==> src/rtl/fallthrough_multi_queue_fifo_if.sv <==
// Bus bundle for the multi-queue fallthrough FIFO: write port, read port,
// the presented head word and the per-queue status vectors.
//
// Handshake: there is no ready signal. wr_en/rd_en are single-cycle request
// strobes qualified by wr_queue/rd_queue. A request counts as accepted at the
// rising edge where it is held high if the target queue can take it
// (write: not full, or a same-queue read pops in that cycle; read: not
// empty). A rejected request leaves the data and pointers untouched and sets
// the sticky overflow/underflow bit of that queue. Callers that must not
// lose data consult full/empty for the queue before strobing.
interface fallthrough_multi_queue_fifo_if #(
  parameter int WIDTH          = 72,
  parameter int MAX_DEPTH_BITS = 3,
  parameter int NUM_QUEUES     = 4,
  parameter int QUEUE_BITS     = 2
);
  logic [WIDTH-1:0]        din;
  logic                    wr_en;
  logic [QUEUE_BITS-1:0]   wr_queue;
  logic                    rd_en;
  logic [QUEUE_BITS-1:0]   rd_queue;
  logic [WIDTH-1:0]        dout;
  logic [MAX_DEPTH_BITS:0] rd_count;
  logic [NUM_QUEUES-1:0]   full;
  logic [NUM_QUEUES-1:0]   nearly_full;
  logic [NUM_QUEUES-1:0]   empty;
  logic [NUM_QUEUES-1:0]   nearly_empty;
  logic [NUM_QUEUES-1:0]   overflow;
  logic [NUM_QUEUES-1:0]   underflow;

  modport master (
    output din, wr_en, wr_queue, rd_en, rd_queue,
    input  dout, rd_count, full, nearly_full, empty, nearly_empty,
           overflow, underflow
  );

  modport slave (
    input  din, wr_en, wr_queue, rd_en, rd_queue,
    output dout, rd_count, full, nearly_full, empty, nearly_empty,
           overflow, underflow
  );
endinterface

==> src/rtl/fallthrough_multi_queue_fifo.sv <==
// Multi-queue first-word-fall-through FIFO. NUM_QUEUES independent circular
// queues of 2**MAX_DEPTH_BITS words share one statically partitioned register
// array; queue q owns entries q*D .. q*D+D-1. The head of rd_queue is always
// driven combinationally on dout. Per-queue occupancy drives full/nearly_full/
// empty/nearly_empty; rejected requests latch sticky overflow/underflow bits.
module fallthrough_multi_queue_fifo #(
  parameter int WIDTH               = 72,
  parameter int MAX_DEPTH_BITS      = 3,
  parameter int NUM_QUEUES          = 4,
  parameter int QUEUE_BITS          = 2,
  parameter int NEARLY_FULL_THRESH  = (1 << MAX_DEPTH_BITS) - 1,
  parameter int NEARLY_EMPTY_THRESH = 1
) (
  input  logic                          clk,
  input  logic                          reset,
  fallthrough_multi_queue_fifo_if.slave bus
);

  localparam int DEPTH   = 1 << MAX_DEPTH_BITS;
  localparam int CW      = MAX_DEPTH_BITS + 1;
  localparam int ENTRIES = NUM_QUEUES * DEPTH;
  localparam int AW      = (ENTRIES > 1) ? $clog2(ENTRIES) : 1;

  typedef logic [MAX_DEPTH_BITS-1:0] ptr_t;
  typedef logic [CW-1:0]             cnt_t;

  ptr_t wr_ptr_q [NUM_QUEUES];
  ptr_t wr_ptr_d [NUM_QUEUES];
  ptr_t rd_ptr_q [NUM_QUEUES];
  ptr_t rd_ptr_d [NUM_QUEUES];
  cnt_t cnt_q    [NUM_QUEUES];
  cnt_t cnt_d    [NUM_QUEUES];

  logic [NUM_QUEUES-1:0] overflow_q, overflow_d;
  logic [NUM_QUEUES-1:0] underflow_q, underflow_d;

  // Word store; deliberately not reset, pointers/counts define validity.
  logic [WIDTH-1:0] mem_q [ENTRIES];

  logic                  mem_we;
  logic [AW-1:0]         mem_waddr;
  logic [NUM_QUEUES-1:0] wr_sel, rd_sel, wr_acc, rd_acc;

  // Accept/reject decisions and next pointer, count and sticky-flag values.
  // An out-of-range queue index selects no queue, so it is silently ignored.
  always_comb begin
    mem_we      = 1'b0;
    mem_waddr   = '0;
    wr_sel      = '0;
    rd_sel      = '0;
    wr_acc      = '0;
    rd_acc      = '0;
    overflow_d  = overflow_q;
    underflow_d = underflow_q;
    for (int q = 0; q < NUM_QUEUES; q++) begin
      wr_ptr_d[q] = wr_ptr_q[q];
      rd_ptr_d[q] = rd_ptr_q[q];
      cnt_d[q]    = cnt_q[q];

      wr_sel[q] = bus.wr_en && (bus.wr_queue == QUEUE_BITS'(q));
      rd_sel[q] = bus.rd_en && (bus.rd_queue == QUEUE_BITS'(q));
      // Read needs a word present before the edge: no empty-queue bypass.
      rd_acc[q] = rd_sel[q] && (cnt_q[q] != '0);
      // A full queue still takes a write when it pops in the same cycle.
      wr_acc[q] = wr_sel[q] && ((cnt_q[q] != cnt_t'(DEPTH)) || rd_acc[q]);

      if (wr_acc[q]) begin
        wr_ptr_d[q] = wr_ptr_q[q] + ptr_t'(1);
        mem_we      = 1'b1;
        mem_waddr   = AW'(q * DEPTH) + AW'(wr_ptr_q[q]);
      end
      if (rd_acc[q]) begin
        rd_ptr_d[q] = rd_ptr_q[q] + ptr_t'(1);
      end

      case ({wr_acc[q], rd_acc[q]})
        2'b10:   cnt_d[q] = cnt_q[q] + cnt_t'(1);
        2'b01:   cnt_d[q] = cnt_q[q] - cnt_t'(1);
        default: cnt_d[q] = cnt_q[q];
      endcase

      if (wr_sel[q] && !wr_acc[q]) overflow_d[q]  = 1'b1;
      if (rd_sel[q] && !rd_acc[q]) underflow_d[q] = 1'b1;
    end
  end

  // Queue bookkeeping registers; reset empties every queue and clears flags.
  always_ff @(posedge clk) begin
    if (reset) begin
      for (int q = 0; q < NUM_QUEUES; q++) begin
        wr_ptr_q[q] <= '0;
        rd_ptr_q[q] <= '0;
        cnt_q[q]    <= '0;
      end
      overflow_q  <= '0;
      underflow_q <= '0;
    end else begin
      for (int q = 0; q < NUM_QUEUES; q++) begin
        wr_ptr_q[q] <= wr_ptr_d[q];
        rd_ptr_q[q] <= rd_ptr_d[q];
        cnt_q[q]    <= cnt_d[q];
      end
      overflow_q  <= overflow_d;
      underflow_q <= underflow_d;
    end
  end

  // Word store write; a write coinciding with reset is dropped.
  always_ff @(posedge clk) begin
    if (!reset && mem_we) begin
      mem_q[mem_waddr] <= bus.din;
    end
  end

  // Fallthrough head/occupancy mux for rd_queue and per-queue status decode.
  always_comb begin
    bus.dout         = '0;
    bus.rd_count     = '0;
    bus.full         = '0;
    bus.nearly_full  = '0;
    bus.empty        = '0;
    bus.nearly_empty = '0;
    for (int q = 0; q < NUM_QUEUES; q++) begin
      if (bus.rd_queue == QUEUE_BITS'(q)) begin
        bus.dout     = mem_q[AW'(q * DEPTH) + AW'(rd_ptr_q[q])];
        bus.rd_count = cnt_q[q];
      end
      bus.full[q]         = (cnt_q[q] == cnt_t'(DEPTH));
      bus.nearly_full[q]  = (int'(cnt_q[q]) >= NEARLY_FULL_THRESH);
      bus.empty[q]        = (cnt_q[q] == '0);
      bus.nearly_empty[q] = (int'(cnt_q[q]) <= NEARLY_EMPTY_THRESH);
    end
  end

  assign bus.overflow  = overflow_q;
  assign bus.underflow = underflow_q;

endmodule

==> src/flat_wrapper.sv <==
// flat-port wrapper written by rule: the top's interface ports become plain ports
module fallthrough_multi_queue_fifo_flat 
#(
  parameter int WIDTH               = 72,
  parameter int MAX_DEPTH_BITS      = 3,
  parameter int NUM_QUEUES          = 4,
  parameter int QUEUE_BITS          = 2,
  parameter int NEARLY_FULL_THRESH  = (1 << MAX_DEPTH_BITS) - 1,
  parameter int NEARLY_EMPTY_THRESH = 1
)
  (clk, reset, bus_din, bus_wr_en, bus_wr_queue, bus_rd_en, bus_rd_queue, bus_dout, bus_rd_count, bus_full, bus_nearly_full, bus_empty, bus_nearly_empty, bus_overflow, bus_underflow);
  fallthrough_multi_queue_fifo_if #(.WIDTH(WIDTH), .MAX_DEPTH_BITS(MAX_DEPTH_BITS), .NUM_QUEUES(NUM_QUEUES), .QUEUE_BITS(QUEUE_BITS)) bus_i ();
  input  logic clk;
  input  logic reset;
  input wire logic [$bits(bus_i.din)-1:0] bus_din;
  input wire logic [$bits(bus_i.wr_en)-1:0] bus_wr_en;
  input wire logic [$bits(bus_i.wr_queue)-1:0] bus_wr_queue;
  input wire logic [$bits(bus_i.rd_en)-1:0] bus_rd_en;
  input wire logic [$bits(bus_i.rd_queue)-1:0] bus_rd_queue;
  output wire logic [$bits(bus_i.dout)-1:0] bus_dout;
  output wire logic [$bits(bus_i.rd_count)-1:0] bus_rd_count;
  output wire logic [$bits(bus_i.full)-1:0] bus_full;
  output wire logic [$bits(bus_i.nearly_full)-1:0] bus_nearly_full;
  output wire logic [$bits(bus_i.empty)-1:0] bus_empty;
  output wire logic [$bits(bus_i.nearly_empty)-1:0] bus_nearly_empty;
  output wire logic [$bits(bus_i.overflow)-1:0] bus_overflow;
  output wire logic [$bits(bus_i.underflow)-1:0] bus_underflow;
  assign bus_i.din = bus_din;
  assign bus_i.wr_en = bus_wr_en;
  assign bus_i.wr_queue = bus_wr_queue;
  assign bus_i.rd_en = bus_rd_en;
  assign bus_i.rd_queue = bus_rd_queue;
  assign bus_dout = bus_i.dout;
  assign bus_rd_count = bus_i.rd_count;
  assign bus_full = bus_i.full;
  assign bus_nearly_full = bus_i.nearly_full;
  assign bus_empty = bus_i.empty;
  assign bus_nearly_empty = bus_i.nearly_empty;
  assign bus_overflow = bus_i.overflow;
  assign bus_underflow = bus_i.underflow;
  fallthrough_multi_queue_fifo #(.WIDTH(WIDTH), .MAX_DEPTH_BITS(MAX_DEPTH_BITS), .NUM_QUEUES(NUM_QUEUES), .QUEUE_BITS(QUEUE_BITS), .NEARLY_FULL_THRESH(NEARLY_FULL_THRESH), .NEARLY_EMPTY_THRESH(NEARLY_EMPTY_THRESH)) u_core (.clk(clk), .reset(reset), .bus(bus_i));
endmodule
==> config.mk <==
export PLATFORM = sky130hd
export DESIGN_NAME = fallthrough_multi_queue_fifo_flat
export DESIGN_NICKNAME = d
export VERILOG_FILES = /design/src/rtl/fallthrough_multi_queue_fifo_if.sv /design/src/rtl/fallthrough_multi_queue_fifo.sv /design/src/flat_wrapper.sv
export SDC_FILE = /design/constraint.sdc
export NUM_CORES = 2
export LEC_CHECK = 0
export CELL_PAD_IN_SITES_DETAIL_PLACEMENT = 0
export CELL_PAD_IN_SITES_GLOBAL_PLACEMENT = 1
export CORE_ASPECT_RATIO = 1.25
export CORE_MARGIN = 8
export CORE_UTILIZATION = 50
export CTS_CLUSTER_DIAMETER = 200
export DETAILED_ROUTE_END_ITERATION = 12
export PLACE_DENSITY = 0.73
export SLEW_MARGIN = 10
export SYNTH_ARGS = -nofsm -noshare
export SYNTH_HDL_FRONTEND = slang
export SYNTH_SLANG_ARGS = --single-unit
==> constraint.sdc <==
create_clock -name clk -period 11.1 [get_ports clk]
set_clock_uncertainty 0.05 [all_clocks]
set_input_delay 2.22 -clock clk [delete_from_list [all_inputs] [get_ports clk]]
set_output_delay 2.22 -clock clk [all_outputs]
set_load 0.03 [all_outputs]
After elaboration in Yosys (flattened, before gate mapping)
Memories as Yosys holds them, arrays and structs flattened. Index checks and enable logic that the tools add are counted.

Output and inout bits: 100. Memories: 4. Bits in registers: 8. Word-level logic and storage cells: 169. Bits in writable memories: 2344. Input bits: 80.

Memory list: u_core.mem_q (depth 32, width 72, rd ports 4, clocked after Yosys merged registers in 0, wr ports 1, RTL line fallthrough_multi_queue_fifo.sv:38) `logic [WIDTH-1:0] mem_q [ENTRIES];`; u_core.cnt_q (depth 4, width 4, rd ports 4, clocked after Yosys merged registers in 0, wr ports 4, RTL line fallthrough_multi_queue_fifo.sv:31) `cnt_t cnt_q [NUM_QUEUES];`; u_core.rd_ptr_q (depth 4, width 3, rd ports 4, clocked after Yosys merged registers in 0, wr ports 4, RTL line fallthrough_multi_queue_fifo.sv:29) `ptr_t rd_ptr_q [NUM_QUEUES];`; u_core.wr_ptr_q (depth 4, width 3, rd ports 4, clocked after Yosys merged registers in 0, wr ports 4, RTL line fallthrough_multi_queue_fifo.sv:27) `ptr_t wr_ptr_q [NUM_QUEUES];`.

Add/subtract/negate cells: 22. Reduce and logical (&&, ||, !) cells: 48. Order comparisons: 8. Bitwise logic cells: 12. Equal/unequal tests: 22. Multiplexer cells: 45.

Operators with widths (count): 72-bit two-way mux (4); 3-bit two-way mux (17); 4-bit two-way mux (8); 4-bit case mux with 2 select lines (4); 1-bit logical AND (25); 3-bit by 1-bit adder with 3-bit output (second input constant) (8); 4-bit by 1-bit adder with 4-bit output (second input constant) (4); 2-bit == test (second input constant) (8); 4-bit == test (second input constant) (4); 4-bit by 3-bit >= comparator with 1-bit output (second input constant) (4); 4-bit by 1-bit <= comparator with 1-bit output (second input constant) (4); 4-bit logical NOT (4); 4-bit inequality test (second input constant) (4); 4-bit nonzero test (4); 4-bit by 1-bit subtractor with 4-bit output (second input constant) (4); 5-bit two-way mux (3); 2-bit by 1-bit == test with 1-bit output (second input constant) (6); 1-bit bitwise OR (12); 4-bit by 3-bit adder with 5-bit output (first input constant) (2); 4-bit by 4-bit adder with 5-bit output (first input constant) (2); 5-bit by 3-bit adder with 5-bit output (first input constant) (2); 1-bit logical NOT (9); 1-bit two-way mux (9); 2-bit logical NOT (2); 1-bit logical OR (4).

Longest topological paths before layout
Depth after elaboration: 12. Gate-level depth with buffers: 11. Depth with buffers taken out: 11.

Least setup slack after synthesis
Ideal clock, no wire load.

Path type: in2reg. Start: input port bus_rd_queue[0]. End: memory u_core.mem_q[7][0] (enable). Arrival time: 10192 ps. Path buffers: 2. Path slack: 178 ps. Library setup time: 680 ps. Stages: 7. Data required time: 10370 ps. Cell sequence: buf_2 or3b_4 a21oi_4 nand2_1 a21o_1 buf_6 nor4_1.

Word-level cells in the longest chain between the ends: 12. Elaborated cells between the ends (all ways): 31. Those cells by class: 3 x eq/ne; 10 x mux; 18 x reduce/logical.

RTL lines: start: declaration (RTL line flat_wrapper.sv:19) `input wire logic [$bits(bus_i.rd_queue)-1:0] bus_rd_queue;`; 2-bit logical NOT (RTL line fallthrough_multi_queue_fifo.sv:61) `rd_sel[q] = bus.rd_en && (bus.rd_queue == QUEUE_BITS'(q));`; 1-bit logical AND (RTL line fallthrough_multi_queue_fifo.sv:61); 1-bit logical AND (RTL line fallthrough_multi_queue_fifo.sv:63) `rd_acc[q] = rd_sel[q] && (cnt_q[q] != '0);`; 1-bit logical OR (RTL line fallthrough_multi_queue_fifo.sv:65) `wr_acc[q] = wr_sel[q] && ((cnt_q[q] != cnt_t'(DEPTH)) || rd_acc[q]);`; 1-bit logical AND (RTL line fallthrough_multi_queue_fifo.sv:65); 1-bit two-way mux (4 in a row) (RTL line fallthrough_multi_queue_fifo.sv:67) `if (wr_acc[q]) begin`; 1-bit logical AND (RTL line fallthrough_multi_queue_fifo.sv:110) `if (!reset && mem_we) begin`; 1-bit two-way mux (RTL line fallthrough_multi_queue_fifo.sv:110); 1-bit two-way mux (not written as such) (RTL line fallthrough_multi_queue_fifo.sv:111) `mem_q[mem_waddr] <= bus.din;`; end: declaration (RTL line fallthrough_multi_queue_fifo.sv:38).

Parallel ways exist; a longest one is shown, timed or not.

Final worst setup path
Start: input port bus_rd_queue[0]. End: output port bus_dout[66].

Word-level cells in the longest chain between the ends: 5. Elaborated cells between the ends (all ways): 8. Those cells by class: 3 x eq/ne; 4 x mux; 1 x reduce/logical.

RTL lines: 2-bit logical NOT (RTL line fallthrough_multi_queue_fifo.sv:124) `if (bus.rd_queue == QUEUE_BITS'(q)) begin`; 72-bit two-way mux (3 in a row) (RTL line fallthrough_multi_queue_fifo.sv:124); 72-bit two-way mux * (RTL line fallthrough_multi_queue_fifo.sv:124); end: declaration (RTL line flat_wrapper.sv:20) `output wire logic [$bits(bus_i.dout)-1:0] bus_dout;`.

Mark *: on every way between the ends. The rest lies on a longest branch, timed or not.

==> impl_metrics.ini <==
[yosys]
synth_edf_count = 2304
yosysWarnings = 0
synth.net_count = 3939
seq_area_frac_synth_pct = 78.3
avgSynthCellArea_um2 = 23.4
synth_cell_types = 64
ys_ff_latch = 2352
syn_area_um2 = 89600
ys.flop_type = edfxtp_1
synth_cells = 3836
ys_async_sr_fraction_pct = 0

[min_path]
hp-start = u_core.bus.overflow[2]
hp-class = reg -> reg

[grt]
grt_use_total_pct = 22.3
grt_max_degree = 101
grt_pass1_wl_um = 314000
grt_pass1_vias = 43600
grt.overflow.total = 0
antenna_found_initial = 14

[clock_tree]
cts_buffers = 217
cts_hold_buffers = 0
cts_setup_buffers = 0
htree_levels = 4
cts_sinks = 2352
cts_tree = yes
clk_pin_slew_ns = 0.06
cts_resized = 0
clockBufferDepth = 3
clock-root-buffer = clkbuf_16
clk_latency_ns = 0.84

[worst_setup_path]
start_kind = primary input
crit_end = bus_dout[66]
r2r_slack_ns = 6.59
crit_arrival_ns = 6.64
required_ns = 8.83
endpoint_kind = output pin
r2r-end = u_core.mem_q[28][10]
critPathKind = in -> out
r2r-start = u_core.cnt_q[0][13]
cp-startpoint = bus_rd_queue[0]
reg2reg_depth = 9
path_max_fanout = 23

[detailed_routing]
totalWireLength_um = 218000
ant_nets = 0
drt_iter0_drc = 4509
routed_via_density = 6.36
wl_per_cell_um = 32.6
dr.pass1.iters = 8
vias = 42500
post-route-drc-count = 0

[place]
placement.io_buffers = 179
hpwlAfterDp_um = 114000
place_congestion = 0.755

[sta]
finalCritPeriodShare_pct = 80.3
finalCriticalPeriod_ns = 8.91
max_freq_mhz = 112
setup-violations-final = 0
setup-tns-final_ns = 0
hold_violations = 0
finalMaxSlewViolations = 0
tightest_slew_ns = 1.17
slew_headroom_pct = 21.7
rsz0062_at_grt = false

[die]
die_x_um = 395
rows = 173
initial_core_util_pct = 50.3
io_pins = 180
die_h_um = 489
die_area_um2 = 193000
core-area_um2 = 178000

[cells_and_area]
drive_gt1_share_pct = 25.5
layout_common_cells = edfxtp_1, mux4_2, clkbuf_16
final_common_cell = edfxtp_1
fin_nets = 4227
area_growth_pct = 13.3
nFillCells = 12800

[power_and_ir_drop]
power.density_nw_per_um2 = 176
leakage_nw = 30.5
vdd_drop_max_mv = 0.155
p_total_mw = 17.9

[job]
maxCapViolCount = 0

[run_status]
status = finished, final reports clean
==> worst min path at each step <==
stage	to	depth (start not counted)
2_1_floorplan	u_core.wr_ptr_q[1][1]	2
3_3_place_gp	u_core.bus.overflow[2]	2
3_5_place_dp	u_core.bus.overflow[2]	2
4_1_cts	u_core.bus.overflow[2]	2
5_1_grt	u_core.bus.overflow[2]	2
6_report	u_core.bus.overflow[2]	2
==> sequential cells by signal, indices dropped and copies added, names as in the netlist <==
signal,cells
u_core.wr_ptr_q,12
u_core.rd_ptr_q,12
u_core.bus.overflow,4
u_core.mem_q,2304
u_core.bus.underflow,4
u_core.cnt_q,16
==> kinds of logic after synthesis <==
family | count (synthesis) | synth area share, %
xor+xnor | 27 | 0.264
fa+ha+maj | 23 | 0.321
flops | 2352 | 78.3
compound gates | 303 | 2.62
buf+inv | 234 | 1.17
mux | 727 | 16.3
simple gates | 170 | 1.02
==> stage by stage <==
step                      area, um2  worst slack [ns]  instances  util, %  hold WS [ns]
after floorplan               89600             0.178       3836        -         0.404
after global placement        94400              2.31       6267     53.1         0.388
after detailed placement      94400              2.30       6267     53.1         0.391
after CTS                    102000              2.29       6675     57.0         0.401
after global routing         102000              2.17       6678     57.1         0.418
final                        102000              2.19       6681     57.1         0.399
==> cell usage after synthesis, types with 22 or more instances <==
cell type | number | area share (%)
buf_1 | 25 | 0.10
ha_1 | 23 | 0.32
clkbuf_1 | 92 | 0.39
o22ai_1 | 23 | 0.16
a22oi_1 | 96 | 0.80
o221ai_1 | 49 | 0.48
a21oi_1 | 26 | 0.15
edfxtp_1 | 2304 | 77
dfxtp_1 | 48 | 1.1
a32oi_1 | 48 | 0.47
buf_2 | 81 | 0.45
mux2_2 | 42 | 0.53
nor2_1 | 65 | 0.27
nand2_1 | 22 | 0.092
mux4_2 | 580 | 15
mux2i_1 | 105 | 1.2
==> cell type report <==
class / count / area [um2] / share of cell area [%]
tap: 2362 / 2960 / 2.91
multi-input combinational: 1250 / 18600 / 18.3
timing repair buffer: 281 / 2600 / 2.56
inverter: 22 / 82.6 / 0.0813
clock buffer: 265 / 5720 / 5.63
antenna: 6 / 15.0 / 0.0148
clock inverter: 143 / 1360 / 1.34
sequential: 2352 / 70200 / 69.1
==> layer usage <==
metal	routed length (um)	up-vias	track usage, %
met1	84400	23100	29.7
met4	5260	16	5.40
met3	17200	330	4.31
li1	-	17200	-
met5	100	-	0
met2	111000	1900	38.3
==> where the power goes <==
group | internal [mW] | switching (mW)
clock | 4.19 | 3.21
combinational | 0.227 | 0.414
sequential | 9.79 | 0.0252
==> worst max-delay path, stage by stage <==
cell and delay [ns]:
clkdlybuf4s50_1 0.40, buf_4 0.23, or2_2 0.58, nor2_4 0.87, buf_4 0.45, a22oi_1 0.14
a32oi_1 0.84, clkdlybuf4s50_1 0.83
(Power assumes the default switching activity.)
